File: config.mk
export PLATFORM = sky130hd
export DESIGN_NAME = paralleltoserial
export DESIGN_NICKNAME = d
export VERILOG_FILES = /design/src/rtl/paralleltoserial.sv
export SDC_FILE = /design/constraint.sdc
export NUM_CORES = 1
export LEC_CHECK = 0
export ABC_AREA = 1
export ABC_CLOCK_PERIOD_IN_PS = 1800
export CORE_UTILIZATION = 50
export DETAILED_ROUTE_END_ITERATION = 12
export GPL_TIMING_DRIVEN = 1
export HOLD_SLACK_MARGIN = 0.02
export PLACE_DENSITY = 0.76
export SETUP_SLACK_MARGIN = 0.1
export SLEW_MARGIN = 0
export SYNTH_ARGS = -nofsm -noshare
export SYNTH_HDL_FRONTEND = slang
export SYNTH_SLANG_ARGS = --single-unit
File: constraint.sdc
create_clock -name clk_8f -period 1.8 [get_ports clk_8f]
set_clock_uncertainty 0.1 [all_clocks]
set_input_delay 0.18 -clock clk_8f [delete_from_list [all_inputs] [get_ports clk_8f]]
set_output_delay 0.18 -clock clk_8f [all_outputs]
set_load 0.01 [all_outputs]
File: src/rtl/paralleltoserial.sv
// paralleltoserial: byte-to-serial transmitter, sending end of the link that
// serialtopar receives.
//
// After reset it sends SYNC_COUNT COM symbols so the receiver can lock, then
// accepts one byte per 8-cycle symbol through a valid/ready handshake and
// shifts it out MSB-first. Any symbol slot without a byte is filled with COM.
//
// Parameters:
//   COM        idle/sync symbol (default 8'hBC)
//   SYNC_COUNT number of forced COM symbols after reset, legal range 2..15
//
// Ports:
//   clk_8f      bit clock, all state changes on the rising edge
//   reset_L     asynchronous active-low reset
//   data_in     byte to send, sampled only on a transfer edge
//   valid_in    data_in holds a byte to send
//   ready_out   block accepts a byte on this cycle's closing edge
//   data_out    serial bit stream, MSB of each symbol first
//   active_out  preamble finished, the link carries data
module paralleltoserial #(
  parameter logic [7:0] COM        = 8'hBC,
  parameter int         SYNC_COUNT = 4
) (
  input  logic       clk_8f,
  input  logic       reset_L,
  input  logic [7:0] data_in,
  input  logic       valid_in,
  output logic       ready_out,
  output logic       data_out,
  output logic       active_out
);

  typedef enum logic {
    SYNC,
    ACTIVE
  } state_t;

  // sc counts finished preamble symbols; the last one is recognised one
  // symbol early so the state flips as the final forced COM is loaded.
  localparam logic [3:0] SC_LAST = 4'(SYNC_COUNT - 2);

  state_t     state;
  logic [7:0] shreg;
  logic [2:0] cnt;
  logic [3:0] sc;

  assign data_out = shreg[7];

  // ready_out and active_out are flops kept equal to their decodes
  // (ACTIVE && cnt == 7, and ACTIVE) by computing them from next-state values.
  always_ff @(posedge clk_8f or negedge reset_L) begin
    if (!reset_L) begin
      shreg      <= COM;
      cnt        <= 3'd0;
      sc         <= 4'd0;
      state      <= SYNC;
      ready_out  <= 1'b0;
      active_out <= 1'b0;
    end else if (cnt != 3'd7) begin
      shreg     <= {shreg[6:0], 1'b0};
      cnt       <= cnt + 3'd1;
      ready_out <= (state == ACTIVE) && (cnt == 3'd6);
    end else begin
      cnt       <= 3'd0;
      ready_out <= 1'b0;
      case (state)
        SYNC: begin
          shreg <= COM;
          if (sc == SC_LAST) begin
            state      <= ACTIVE;
            active_out <= 1'b1;
          end else begin
            sc <= sc + 4'd1;
          end
        end
        ACTIVE: begin
          if (valid_in && ready_out) begin
            shreg <= data_in;
          end else begin
            shreg <= COM;
          end
        end
        default: begin
          shreg <= COM;
          state <= SYNC;
        end
      endcase
    end
  end

endmodule

==> metrics.yaml <==
core_um2: 1520
reg2regPathDepth: 7
routed_wirelength_mm: 1.35
min-delay-path-class: "in -> async"
syn_inst: 88
tightestPinTransition_ns: 0.236
gr-total-overflow: 0
die_area_um2: 1840
period_share_pct: 90.2
multi_input_area_um2: 325
slowest_stage: "dfstp_2"
seqCellArea_um2: 457
required_ns: 1.52
tritoncts: "yes"
first_global_vias: 594
wl_per_cell_um: 11.1
grt_pass1_wl_mm: 2.40
grt_max_degree: 19
num-nets-final: 122
powerDensity_nw_per_um2: 658
antenna_found_initial: 0
cts_setup_buffers: 0
ios: 14
fin_crit_ns: 1.62
cp_slowest_stage_delay_ns: 0.53
p_total_w: 0.000664
area_growth_pct: 21.0
via_per_inst: 4.87
mostFrequentLayoutCell: "nand2_1"
place.gp.congestion: 0.733
drt-initial-drc-count: 5
p_leak_nw: 0.514
yosysSeqAreaShare_pct: 54.7
setup_violations: 0
layout-drive-gt1-share_pct: 21.9
cts.clk_slew.worst_paths_ns: 0.10
synth_top_area_share_pct: 39.0
dpl.hpwl_mm: 1.04
cpLargestDelayFamily: "flip-flops"
fillers: 120
rows: 14
diodes: 0
cts_inserted_buffers: 3
final_hold_viol_count: 0
clockBufferDepth: 2
critPathKind: "reg -> out"
cts_num_sinks: 18
path_cells: "clkdlybuf4s50_1"
start_kind: "flip-flop"
die_x_um: 42.9
grt.busiest_layer: "met2"
yosys.area.top_type: "dfrtp_1"
final_antenna_net_count: 0
io_buffers: 13
gr-usage-met1_pct: 23.4
setup.worst_path.end_class: "primary output"
rrSetupSlack_ns: 0.37
die_h_um: 42.9
grt_usage_pct: 18.2
drc: 0
slew_headroom_pct: 84.3
first_pass_iters: 4
ys_warn_count: 0
synthesis.area_um2: 835
cap_violations: 0
status: "completed"
vias: 589
crit_path_max_fanout: 1
grtUsageMet3_pct: 2.55
crit_arrival_ns: 1.34
h-tree-depth: 1
syn_area_per_cell_um2: 9.48
synth_area_leaders: "dfrtp_1 (39%), dfstp_2 (16%), nand2_1 (7.6%)"
cts-root-buf: "clkbuf_4"
yosys_register_bits: 18
most-common-layout-cells: "nand2_1 (17), nor2_1 (15), dfrtp_1 (13), clkdlybuf4s50_1 (13), inv_1 (8)"
cp.depth: 1
start_util_pct: 54.8
cp.buffers_inverters: 1
max_freq_mhz: 616
synth_nets: 104
rsz0062_at_grt: "false"
slew_viol_final: 0
ys_types: 16
clock_latency_ns: 0.29
fin_setup_tns_ns: 0
vdd_drop_max_mv: 0.495
grt_use_met2_pct: 28.8
==> registers in the layout, summed over array words and instances, names as in the netlist <==
signal      cells
state           1
cnt             3
shreg           8
active_out      1
sc              4
ready_out       1
==> cell usage after synthesis, drive strengths merged <==
library cell / n
nand2: 22
nor2: 20
dfrtp: 13
inv: 11
nand3: 7
dfstp: 5
ha: 5
o21bai: 2
buf: 1
nand3b: 1
o21ai: 1
==> path summary, 6_finish.rpt <==
path	from	end
max	shreg[7]$_DFF_PN1_	data_out
min	reset_L	shreg[1]$_DFF_PN0_
max reg2reg	cnt[0]$_DFF_PN0_	sc[1]$_DFFE_PN0P_
min reg2reg	cnt[0]$_DFF_PN0_	cnt[0]$_DFF_PN0_
max in group asynchronous	reset_L	shreg[2]$_DFF_PN1_
min in group clk_8f	data_in[0]	shreg[0]$_DFF_PN0_
==> layout make-up <==
| type | instances | area share [%] |
|---|---|---|
| Multi-Input combinational cell | 58 | 32.2 |
| Timing Repair Buffer | 14 | 13.6 |
| Clock buffer | 4 | 2.60 |
| Inverter | 11 | 4.34 |
| Tap cell | 16 | 1.98 |
| Sequential cell | 18 | 45.2 |
==> repair_timing <==
item	CTS	global route
hold buffers	0	0
setup endpoints to repair	0	1
resized for setup	0	1
==> routing by layer <==
metal | vias to the layer above | share of wire (%)
met5 | - | 0
met4 | 0 | 2.0
met3 | 4 | 1.9
met2 | 6 | 50
met1 | 275 | 46
li1 | 304 | -
==> metrics by stage <==
| step | area (um^2) | worst slack [ns] | std cells | util (%) | hold slack (ns) |
|---|---|---|---|---|---|
| 2_1_floorplan | 835 | 0.459 | 88 | - | -0.216 |
| 3_3_place_gp | 981 | 0.318 | 117 | 64.4 | 0.337 |
| 3_5_place_dp | 981 | 0.268 | 117 | 64.4 | 0.342 |
| 4_1_cts | 1010 | 0.159 | 121 | 66.1 | 0.115 |
| 5_1_grt | 1010 | 0.155 | 121 | 66.3 | 0.151 |
| 6_report | 1010 | 0.177 | 121 | 66.3 | 0.113 |
==> where the power goes <==
part           switching [W]  internal [W]
Clock               0.000118     0.0000861
Sequential        0.00000248      0.000416
Combinational      0.0000159     0.0000252
==> kinds of logic after synthesis <==
kind of cell | after synthesis | share of synthesized area [%]
AND/OR/NAND/NOR | 50 | 28.8
flip-flops | 18 | 54.7
buffers and inverters | 12 | 6.60
adder cells (fa/ha/maj) | 5 | 7.50
AO/OA/AOI/OAI | 3 | 2.40
No activity file was read; power rests on OpenSTA's default activity.
